### config.mk
export PLATFORM = sky130hd
export DESIGN_NAME = lzc_normalize
export DESIGN_NICKNAME = d
export VERILOG_FILES = /design/src/rtl/lzc_pkg.sv /design/src/rtl/lzc_normalize_norm_shifter.sv /design/src/rtl/lzc_normalize.sv
export SDC_FILE = /design/constraint.sdc
export NUM_CORES = 1
export LEC_CHECK = 0
export ABC_AREA = 1
export CORE_MARGIN = 4
export CORE_UTILIZATION = 35
export DETAILED_ROUTE_END_ITERATION = 7
export RECOVER_POWER = 25
export REMOVE_ABC_BUFFERS = 1
export SETUP_SLACK_MARGIN = 0.2
export SLEW_MARGIN = 25
export SYNTH_ARGS = -nofsm -noshare
export SYNTH_HDL_FRONTEND = slang
export SYNTH_SLANG_ARGS = --single-unit
export TNS_END_PERCENT = 5
### constraint.sdc
create_clock -name clk -period 4.82 [get_ports clk]
set_clock_uncertainty 0.1 [all_clocks]
set_input_delay 0.482 -clock clk [delete_from_list [all_inputs] [get_ports clk]]
set_output_delay 0.482 -clock clk [all_outputs]
set_load 0.05 [all_outputs]
### src/rtl/lzc_pkg.sv
// Shared definitions for the leading-zero normalizer family: count width helper,
// pipeline latency and the normalized-result record.
`ifndef LZC_RESULT_T
`define LZC_RESULT_T(W, C) struct packed { logic [(W)-1:0] data; logic [(C)-1:0] cnt; logic zero; }
`endif

package lzc_pkg;

    localparam int LZC_NORM_LATENCY = 3;

    // Width needed to represent every count 0..size inclusive.
    function automatic int lzc_out_size(input int size);
        return $clog2(size + 1);
    endfunction

endpackage

### src/rtl/lzc_normalize_norm_shifter.sv
// Registered left barrel shifter with load enable; the final normalization stage.
// Any shift of SIZE or more yields an all-zero word.
module norm_shifter #(
    parameter int SIZE   = 64,
    parameter int CNT_W  = 7,
    parameter     FAMILY = "Stratix 10"
) (
    input  logic             clk,
    input  logic             sclr,
    input  logic             en,
    input  logic [SIZE-1:0]  din,
    input  logic [CNT_W-1:0] cnt,
    output logic [SIZE-1:0]  dout
);

    logic [SIZE-1:0] shift_s;

    if (FAMILY == "generic") begin : g_behav
        assign shift_s = (cnt >= CNT_W'(SIZE)) ? {SIZE{1'b0}} : (din << cnt);
    end else begin : g_tree
        // One mux level per count bit; level k shifts by 2^k.
        logic [SIZE-1:0] lvl_s [0:CNT_W];
        assign lvl_s[0] = din;
        for (genvar k = 0; k < CNT_W; k++) begin : g_lvl
            localparam int SH = 1 << k;
            if (SH >= SIZE) begin : g_flush
                assign lvl_s[k+1] = cnt[k] ? {SIZE{1'b0}} : lvl_s[k];
            end else begin : g_shift
                assign lvl_s[k+1] = cnt[k] ? {lvl_s[k][SIZE-1-SH:0], {SH{1'b0}}} : lvl_s[k];
            end
        end
        assign shift_s = lvl_s[CNT_W];
    end

    // Output register; holds its value while the pipeline is stalled.
    always_ff @(posedge clk) begin
        if (sclr) begin
            dout <= {SIZE{1'b0}};
        end else if (en) begin
            dout <= shift_s;
        end
    end

endmodule

### src/rtl/lzc_normalize.sv
// Three-stage left normalizer: capture, leading-zero count, shift. A single
// enable (downstream free or output empty) advances or freezes every stage.
module lzc_normalize
    import lzc_pkg::*;
#(
    parameter int SIZE     = 64,
    parameter int OUT_SIZE = lzc_out_size(SIZE),
    parameter     FAMILY   = "Stratix 10"
) (
    input  logic                clk,
    input  logic                sclr,
    input  logic                in_valid,
    output logic                in_ready,
    input  logic [SIZE-1:0]     in_data,
    output logic                out_valid,
    input  logic                out_ready,
    output logic [SIZE-1:0]     out_data,
    output logic [OUT_SIZE-1:0] out_cnt,
    output logic                out_zero
);

    typedef `LZC_RESULT_T(SIZE, OUT_SIZE) result_t;

    logic                en_s;
    logic                v1_r;
    logic                v2_r;
    logic                v3_r;
    logic [SIZE-1:0]     data1_r;
    logic [SIZE-1:0]     data2_r;
    logic [OUT_SIZE-1:0] cnt_s;
    logic [OUT_SIZE-1:0] cnt2_r;
    logic [OUT_SIZE-1:0] cnt3_r;
    logic                zero3_r;
    logic [SIZE-1:0]     shifted_s;
    result_t             result_s;

    assign en_s     = ~v3_r | out_ready;
    assign in_ready = en_s;

    // Stage 1: capture the raw word.
    always_ff @(posedge clk) begin
        if (sclr) begin
            v1_r    <= 1'b0;
            data1_r <= {SIZE{1'b0}};
        end else if (en_s) begin
            v1_r    <= in_valid;
            data1_r <= in_data;
        end
    end

    // Leading-zero count: the last hit scanning upward is the highest set bit.
    always_comb begin
        cnt_s = OUT_SIZE'(SIZE);
        for (int i = 0; i < SIZE; i++) begin
            cnt_s = data1_r[i] ? OUT_SIZE'(SIZE - 1 - i) : cnt_s;
        end
    end

    // Stage 2: register count alongside the word.
    always_ff @(posedge clk) begin
        if (sclr) begin
            v2_r    <= 1'b0;
            data2_r <= {SIZE{1'b0}};
            cnt2_r  <= {OUT_SIZE{1'b0}};
        end else if (en_s) begin
            v2_r    <= v1_r;
            data2_r <= data1_r;
            cnt2_r  <= cnt_s;
        end
    end

    norm_shifter #(
        .SIZE   (SIZE),
        .CNT_W  (OUT_SIZE),
        .FAMILY (FAMILY)
    ) u_shift (
        .clk  (clk),
        .sclr (sclr),
        .en   (en_s),
        .din  (data2_r),
        .cnt  (cnt2_r),
        .dout (shifted_s)
    );

    // Stage 3: count and zero flag travel with the shifted word.
    always_ff @(posedge clk) begin
        if (sclr) begin
            v3_r    <= 1'b0;
            cnt3_r  <= {OUT_SIZE{1'b0}};
            zero3_r <= 1'b0;
        end else if (en_s) begin
            v3_r    <= v2_r;
            cnt3_r  <= cnt2_r;
            zero3_r <= (cnt2_r == OUT_SIZE'(SIZE));
        end
    end

    // Assemble the registered stage-3 fields into the result record.
    always_comb begin
        result_s      = '0;
        result_s.data = shifted_s;
        result_s.cnt  = cnt3_r;
        result_s.zero = zero3_r;
    end

    assign out_valid = v3_r;
    assign out_data  = result_s.data;
    assign out_cnt   = result_s.cnt;
    assign out_zero  = result_s.zero;

endmodule
==> After elaboration in Yosys (flattened, before gate mapping) <==
Cells that the tools add are included.
{ "word_totals": {"regBits": 210, "latch_bits": 0, "ramBits": 0, "mem_bits_ro": 0, "input_bits": 68, "n_memories": 0} }
{ "op_classes": {"add_sub_neg": 0, "mul": 0, "div_mod_pow": 0, "order_cmp": 0, "eq_ne": 1, "shift": 0, "muxes": 71, "n_bitwise": 2, "n_reduce_logical": 0} }
{ "ops": {"columns": ["cell", "count"], "rows": [
  ["2-to-1 mux 64 bit", 7],
  ["2-to-1 mux 7 bit", 64],
  ["== test 7 bit (second input constant)", 1],
  ["NOT 1 bit", 1],
  ["OR 1 bit", 1]
]} }

==> Longest topological paths before layout <==
Gate-level depths: netlist of the first run.
{ "logic_depth": {"ltp_word": 64, "mapped_depth": 65, "ltp_nobuf": 65} }

==> Hierarchy <==
From an unflattened synthesis of the first run, not the netlist that was laid out.
{ "unflattened": {"cells_unflattened": 1844, "area_unflattened_um2": 11703.7} }
{ "modules_own_cells": {"columns": ["mod", "n_inst", "cells_each", "area_per_inst_um2", "seq_area_each_um2"], "rows": [
  ["norm_shifter", 1, 1106, 6002.0, 1281.2],
  ["lzc_normalize", 1, 738, 5701.7, 2922.8]
]} }

==> Worst setup path after synthesis of the first run <==
OpenSTA, ideal clock, no wires.
{ "synth_path": {"path_type": "reg2reg", "from": "reg data1_r[1]", "to": "reg cnt2_r[0]", "setup_time_ps": 118, "arrival_time_ps": 3048, "required_ps": 4602, "path_slack_ps": 1554, "path_stages_with_launch": 66, "n_path_buf": 0, "period_less_slack_ps": 3266, "path_cell_list": "dfxtp_1 > inv_2 > nand2_1 > nand2_1 > nand2_1 > nand2_1 > nand2_1 > nand2_1 > nand2_1 > nand2_1 > nand2_1 > nand2_1 > nand2_1 > nand2_1 > nand2_1 > nand2_1 > nand2_1 > nand2_1 > [... 30 more ...] > nand2_1 > nand2_1 > nand2_1 > nand2_1 > nand2_1 > nand2_1 > nand2_1 > nand2_1 > nand2_1 > nand2_1 > nand2_1 > nand2_1 > nand2_1 > nand2_1 > nand2_1 > nand2_1 > nand2_1 > a21oi_2"} }
{ "synth_between": {"elab_chain_cells": 63} }
{ "synth_rtl": {"columns": ["element", "line", "source"], "rows": [
  ["from (decl)", "lzc_normalize.sv:28", "logic [SIZE-1:0] data1_r;"],
  ["from (signal assigned)", "lzc_normalize.sv:44", "data1_r <= {SIZE{1'b0}};"],
  ["from (signal assigned)", "lzc_normalize.sv:47", "data1_r <= in_data;"],
  ["2-to-1 mux 7 bit (63 in a row)", "lzc_normalize.sv:55", "cnt_s = data1_r[i] ? OUT_SIZE'(SIZE - 1 - i) : cnt_s;"],
  ["to (signal assigned)", "lzc_normalize.sv:64", "cnt2_r <= {OUT_SIZE{1'b0}};"],
  ["to (signal assigned)", "lzc_normalize.sv:68", "cnt2_r <= cnt_s;"],
  ["to (decl)", "lzc_normalize.sv:31", "logic [OUT_SIZE-1:0] cnt2_r;"]
]} }
Every way passes these cells.
A chain may end at the register's enable or synchronous reset.

==> Final worst setup path of the first run <==
Ends and elaborated chain as after synthesis.

==> results of run 1 <==
## path summary, 6_finish.rpt
path	start	end	cells past startpoint
max reg2reg	data1_r[1]$_SDFFE_PP0P_	cnt2_r[0]$_SDFFE_PP0P_	65
min reg2reg	v2_r$_SDFFE_PP0P_	v2_r$_SDFFE_PP0P_	2
min	v2_r$_SDFFE_PP0P_	v2_r$_SDFFE_PP0P_	2
max	data1_r[1]$_SDFFE_PP0P_	cnt2_r[0]$_SDFFE_PP0P_	65
## power by group
group	leakage [nW]	internal [mW]	switching, mW
logic	3.91	0.447	0.853
clock network	0.414	1.16	0.739
registers	1.73	1.87	0.0786
total	6.06	3.48	1.67
## sequential cells by signal, summed over array words and instances, names as in the netlist
signal        flops
out_cnt           7
out_zero          1
data2_r          64
cnt2_r            7
out_valid         1
v1_r              1
u_shift.dout     64
data1_r          64
v2_r              1
## metrics by stage
| step | total power, mW | util [%] | TNS [ns] |
|---|---|---|---|
| floorplan | 2.845 | - | -1359.22 |
| global placement | 3.282 | 41.00 | 0 |
| detailed placement | 3.291 | 41.00 | 0 |
| CTS | 5.201 | 43.63 | 0 |
| global route | 5.404 | 43.60 | 0 |
| finish | 5.149 | 43.60 | 0 |
## metal layers
metal	vias to the layer above	global-route usage [%]	share of wire, %
met3	52	2.371	5.6
met2	314	29.63	44
met4	0	5.082	2.7
li1	5737	-	-
met5	-	0	0
met1	5041	26.76	48
## area by class of cell
class                      instances  area share [%]
clock buffer                      35           5.288
tap                              435           3.925
timing repair buffer             161           11.38
sequential                       210           30.35
multi-input combinational       1192           42.27
inverter                         172           6.064
clock inverter                     9          0.7309
## worst max-delay path: cells and delay by family (launching register included)
family,cells,cell delay [ns]
buffers and inverters,1,0.04
AO/OA/AOI/OAI,1,0.05
AND/OR/NAND/NOR,63,3.19
flip-flops,1,0.33
## cell families (layout without fill, tap and decap cells)
group | count (synthesis) | count (layout)
compound gates | 552 | 552
simple gates | 559 | 559
buf+inv | 297 | 377
mux | 81 | 81
flops | 210 | 210
## cells in the final DEF, fill, tap and decap left out, types with 25 or more instances in the layout
master,instances
sky130_fd_sc_hd__nor2_1,96
sky130_fd_sc_hd__nand3_1,35
sky130_fd_sc_hd__o21ai_1,135
sky130_fd_sc_hd__o21ai_0,158
sky130_fd_sc_hd__clkbuf_16,25
sky130_fd_sc_hd__mux2i_1,81
sky130_fd_sc_hd__dfxtp_1,207
sky130_fd_sc_hd__nand2_1,402
sky130_fd_sc_hd__inv_1,142
sky130_fd_sc_hd__a21oi_1,214
sky130_fd_sc_hd__clkdlybuf4s50_1,122
## what timing repair did
action                                  CTS  global route
endpoints found under the setup margin    0             1
gates resized for setup                   0             2
hold buffers                              0             0
buffers inserted                          0             0
==> impl_metrics.csv, run 1 <==
group,metric,value,unit
yosys,post_synth_xor_area_fraction,0,%
global_route,globalRoute.totalOverflow,0,
yosys,synth_compound_area_share,25.18,%
sta,hold_ws,0.3548,ns
yosys,synthMostInstantiatedCell,"sky130_fd_sc_hd__nand2_1",
yosys,syn-cell-area,11370,um^2
final_layout,area_growth,21.91,%
clock_network,clock_tree_from_tritoncts,"done",
yosys,yosysWarnings,0,
die,dieHeight,188.3,um
sta,max_slew_violation_count,43,
final_layout,multi_input_combinational_cell_area,5861,um^2
yosys,post_synth_fa_ha_maj_area_fraction,0,%
power,power-per-cell-area,371.3,nW/um^2
placement,gp_congestion,0.8851,
sta,max_slew.worst_pin.slew,1.676,ns
final_layout,area.sequential,4208,um^2
placement,dpl.hpwl,24.98,mm
global_route,grt_pass1_vias,10450,
sta,period_minus_slack,3.830,ns
drt,detail-route-antenna-nets,0,
clock_network,htree_levels,1,
drt,via_total_after_detailed_routing,11140,
worst_setup_path,cp-end-kind,"register",
final_layout,num_antenna_cells,0,
final_layout,post-route-cell-area,13870,um^2
flow_run,maxCapViolations,1,
power,leakagePower,6.058,nW
power,power.ir.vdd_worst,0.2290,mV
sta,setup-violations-final,0,
worst_setup_path,worstPathArrival,4.11,ns
final_layout,final_cells,2214,
yosys,syn_area_per_cell,6.694,um^2
clock_network,clk_pin_slew_worst_paths,0.06,ns
yosys,ys_seq_elements,210,
sta,slew-limit-headroom,-11.70,%
yosys,synth.largest_area_cell,"sky130_fd_sc_hd__dfxtp_1",
clock_network,numCtsBuffers,24,
final_layout,layout.nets,1829,
yosys,synth.lib_cells_used.distinct,31,
yosys,synth.cells.most_frequent,"402 x sky130_fd_sc_hd__nand2_1, 214 x sky130_fd_sc_hd__a21oi_1, 210 x sky130_fd_sc_hd__dfxtp_1, 158 x sky130_fd_sc_hd__o21ai_0, 143 x sky130_fd_sc_hd__inv_1",
die,core_area,31800,um^2
drt,postRouteWirelength,34.57,mm
yosys,synth_simple_gate_area_share,19.17,%
final_layout,fillerInstances,3354,
die,die-area,35440,um^2
clock_network,worstSkewPairLatency,0.53,ns
yosys,post-synth-top-area-fraction,36.96,%
global_route,globalRouteTotalUtil,18.66,%
global_route,grt_start_max_net_pins,119,
run_status,violations,"max-capacitance violations, max-slew violations",
worst_setup_path,reg2reg_slack,0.99,ns
worst_setup_path,cp_max_fo,3,
yosys,synthesized_instance_count,1699,
run_status,status,"complete, but fails checks",
die,num_rows,65,
drt,drc,0,
worst_setup_path,critPathSlowestCell,"sky130_fd_sc_hd__dfxtp_2",
placement,placed_area,13040,um^2
global_route,first_pass_grt_wire_length,55.52,mm
yosys,synth-seq-area-share,36.96,%
global_route,initial_antenna_violation_count,0,
drt,viasPerCell,5.033,
sta,timing.final.crit_share,79.47,%
yosys,synth_top_family_by_area,"compound AO/OA/AOI/OAI gates",
worst_setup_path,crit_path_max_incr_delay,0.33,ns
worst_setup_path,crit_type,"reg -> reg",
die,top_level_ports,142,
sta,rsz0062_at_grt,"true",
die,initial_utilization,35.77,%
drt,drtPass1Iterations,5,
yosys,synth_top_cells_by_area,"sky130_fd_sc_hd__dfxtp_1 37%, sky130_fd_sc_hd__nand2_1 13%, sky130_fd_sc_hd__a21oi_1 9.4%",
die,die_span_in_x,188.3,um
clock_network,clk_path_buf_depth,3,
worst_setup_path,cp_data_required_time,5.10,ns
drt,routedWlPerCell,15.61,um
yosys,synth_enable_flop_cells,0,
yosys,synth.mux.area_fraction,7.129,%
placement,cell_count_post_placement,2170,
sta,max_freq,261.1,MHz
clock_network,clock-sinks,210,
sta,final_worst_path_setup_slack,0.9897,ns
yosys,synth_ff_type,"sky130_fd_sc_hd__dfxtp_1",
yosys,postSynth.asyncResetShare,0,%
sta,finalHoldViolCount,0,
clock_network,ctsRootBufferMaster,"sky130_fd_sc_hd__clkbuf_16",
min_path,hold_path_class,"reg -> reg",
drt,iteration_0_drc_count_of_the_detailed_router,1003,
placement,portBuffers,141,
final_layout,drive_above_1_share,5.396,%
worst_setup_path,critPathMostFrequentCell,"sky130_fd_sc_hd__nand2_1",
worst_setup_path,timing.critical_path.from_type,"register",
placement,dp_worst_setup_slack,0.9431,ns
(Power assumes the default switching activity.)
==> run 2, diff against run 1 <==
==> constraint.sdc (replaced) <==
create_clock -name clk -period 3.8 [get_ports clk]
set_clock_uncertainty 0.1 [all_clocks]
set_input_delay 0.38 -clock clk [delete_from_list [all_inputs] [get_ports clk]]
set_output_delay 0.38 -clock clk [all_outputs]
set_load 0.05 [all_outputs]
==> run 2 against run 1 <==
Compared with the run above:
- the run ends with negative setup slack left
- sequential share of layout area down 0.19 points
- die area unchanged
- count of clock-buffer cells in the layout down 1
- sequential cell count unchanged
- via count down 0.13%
- maximum frequency down 0.18%
- worst hold slack better by 0.0049 ns
- clock power up 28%
- largest cell class unchanged
==> impl_metrics.csv, run 2 (synthesized netlist as in run 1, its figures left out) <==
group,metric,value,unit
sta,setup-violations-final,1,
drt,wl_met1,16.94,mm
worst_setup_path,reg2reg_slack,-0.04,ns
final_layout,layout.nets,1840,
placement,dp_worst_setup_slack,-0.09662,ns
clock_network,holdBufCountCts,0,
worst_setup_path,crit_path_max_incr_delay,0.33,ns
die,num_rows,65,
worst_setup_path,critical-path-top-delay-family,"simple AND/OR/NAND/NOR gates",
global_route,globalRoute.totalOverflow,0,
drt,via_total_after_detailed_routing,11130,
final_layout,fillerInstances,3301,
placement,cell_count_post_placement,2181,
drt,drc,0,
drt,viasPerCell,5.011,
global_route,globalRouteTotalUtil,18.60,%
worst_setup_path,critPathMostFrequentCell,"sky130_fd_sc_hd__nand2_1",
worst_setup_path,cp.buffers_inverters,1,
sta,timing.final.crit_share,101.0,%
min_path,timing.hold.worst_endpoint,"v2_r$_SDFFE_PP0P_",
die,top_level_ports,142,
final_layout,final_util,43.86,%
run_status,status,"complete, but fails checks",
global_route,grt_pass1_vias,10330,
worst_setup_path,cp_max_fo,2,
die,core_area,31800,um^2
worst_setup_path,worstReg2RegEnd,"cnt2_r[0]$_SDFFE_PP0P_",
worst_setup_path,critPathSlowestCell,"sky130_fd_sc_hd__dfxtp_2",
drt,detail-route-antenna-nets,0,
die,die_span_in_x,188.3,um
global_route,initial_antenna_violation_count,0,
placement,gp_congestion,0.9022,
sta,final_worst_path_setup_slack,-0.03738,ns
power,power-per-cell-area,471.6,nW/um^2
drt,routedWlPerCell,15.63,um
sta,max_slew.worst_pin.slew,1.205,ns
clock_network,numCtsBuffers,24,
drt,highest_layer,"met4",
clock_network,clk_pin_slew_worst_paths,0.06,ns
clock_network,ctsRootBufferMaster,"sky130_fd_sc_hd__clkbuf_16",
final_layout,num_antenna_cells,0,
clock_network,post_cts_resized,1,
power,power.ir.vdd_worst,0.2856,mV
sta,slew-limit-headroom,19.66,%
worst_setup_path,worstPathArrival,4.11,ns
sta,max_freq,260.6,MHz
worst_setup_path,cp-end-kind,"register",
die,dieHeight,188.3,um
worst_setup_path,r2r_start,"data1_r[1]$_SDFFE_PP0P_",
drt,met2_length,15.21,mm
placement,portBuffers,141,
clock_network,htree_levels,1,
clock_network,clock-sinks,210,
placement,dpl.hpwl,24.86,mm
flow_run,maxCapViolations,0,
final_layout,largest_registers,"data1_r: 64 flops, data2_r: 64 flops, u_shift.dout: 64 flops",
worst_setup_path,cp_data_required_time,4.07,ns
min_path,min_path_cells,2,
final_layout,most_frequent_cells_in_the_layout,"401 x sky130_fd_sc_hd__nand2_1, 214 x sky130_fd_sc_hd__a21oi_1, 208 x sky130_fd_sc_hd__dfxtp_1",
sta,max_slew_violation_count,0,
die,initial_utilization,35.77,%
run_status,violations,"negative setup slack",
clock_network,post-cts-setup-buffers,0,
die,die-area,35440,um^2
worst_setup_path,cp.depth,65,
clock_network,clock_tree_from_tritoncts,"done",
final_layout,area_growth,22.63,%
power,total_power,6.577,mW
global_route,grt_start_max_net_pins,187,
sta,period_minus_slack,3.837,ns
sta,finalHoldViolCount,0,
min_path,hold_path_class,"reg -> reg",
global_route,first_pass_grt_wire_length,55.40,mm
clock_network,clk_path_buf_depth,3,
drt,drtPass1Iterations,6,
worst_setup_path,worst_r2r_path_depth,65,
min_path,hold_path.startpoint,"v2_r$_SDFFE_PP0P_",
sta,rsz0062_at_grt,"true",
drt,iteration_0_drc_count_of_the_detailed_router,1111,
final_layout,leading_cell_type_in_the_layout_fill_and_taps_excluded,"sky130_fd_sc_hd__nand2_1",
drt,met3_length,2.076,mm
clock_network,worstSkewPairLatency,0.52,ns
worst_setup_path,timing.critical_path.from_type,"register",
drt,postRouteWirelength,34.71,mm
power,leakagePower,6.052,nW
final_layout,drive_above_1_share,5.823,%
final_layout,final_cells,2221,
worst_setup_path,crit_type,"reg -> reg",
[run 2: changes by cell type in the layout (fill, tap and decap cells not counted), moves of 4 or more]
cell	change
sky130_fd_sc_hd__dlygate4sd3_1	-18
sky130_fd_sc_hd__buf_4	+12
sky130_fd_sc_hd__clkdlybuf4s50_1	+17
sky130_fd_sc_hd__clkinv_2	-4
[run 2: worst max path at each step]
stage / from / end / slack, ns
finish: data1_r[1]$_SDFFE_PP0P_ / cnt2_r[0]$_SDFFE_PP0P_ / -0.04
detailed placement: data1_r[1]$_SDFFE_PP0P_ / cnt2_r[0]$_SDFFE_PP0P_ / -0.1
floorplan: out_valid$_SDFFE_PP0P_ / out_cnt[3]$_SDFFE_PP0P_ / -10.59
global route: data1_r[1]$_SDFFE_PP0P_ / cnt2_r[0]$_SDFFE_PP0P_ / -0.69
CTS: data1_r[1]$_SDFFE_PP0P_ / cnt2_r[0]$_SDFFE_PP0P_ / -0.11
global placement: data1_r[1]$_SDFFE_PP0P_ / cnt2_r[0]$_SDFFE_PP0P_ / -0.11
[run 2: through the flow]
step,area (um^2),setup TNS [ns],hold slack (ns)
2_1_floorplan,10900,-1574.34,0.3297
3_3_place_gp,13120,-0.1134,0.3476
3_5_place_dp,13120,-0.09662,0.3512
4_1_cts,13950,-0.1079,0.3608
5_1_grt,13950,-0.6904,0.3790
6_report,13950,-0.03738,0.3598
[run 2: area by class of cell]
class,count,area [um^2],area share (%)
flip-flops and latches,210,4207,30.16
repair buffers,172,1658,11.89
multi-input cells,1192,5868,42.07
well taps,435,544.3,3.902
clock inverters,6,111.4,0.7984
clock buffers,34,719.4,5.158
inverters,172,839.6,6.020
[run 2: report_power, final]
part	internal, mW	total [mW]	switching (mW)	leakage (nW)
registers	2.37	2.47	0.102	1.73
logic	0.582	1.66	1.08	3.91
clock network	1.51	2.44	0.930	0.411
total	4.47	6.58	2.11	6.05
[run 2: worst register-to-register path, delay by kind of cell, from the launching register on]
family / cells / cell delay, ns
and+or+nand+nor: 63 / 3.17
DFF: 1 / 0.33
AOI/OAI and AO/OA: 1 / 0.05
buffers and inverters: 1 / 0.04
[run 2: layer usage]
metal	vias up	global-route usage, %
li1	5746	-
met1	5042	27.41
met2	308	29.22
met3	33	2.538
met4	0	3.614
met5	-	0
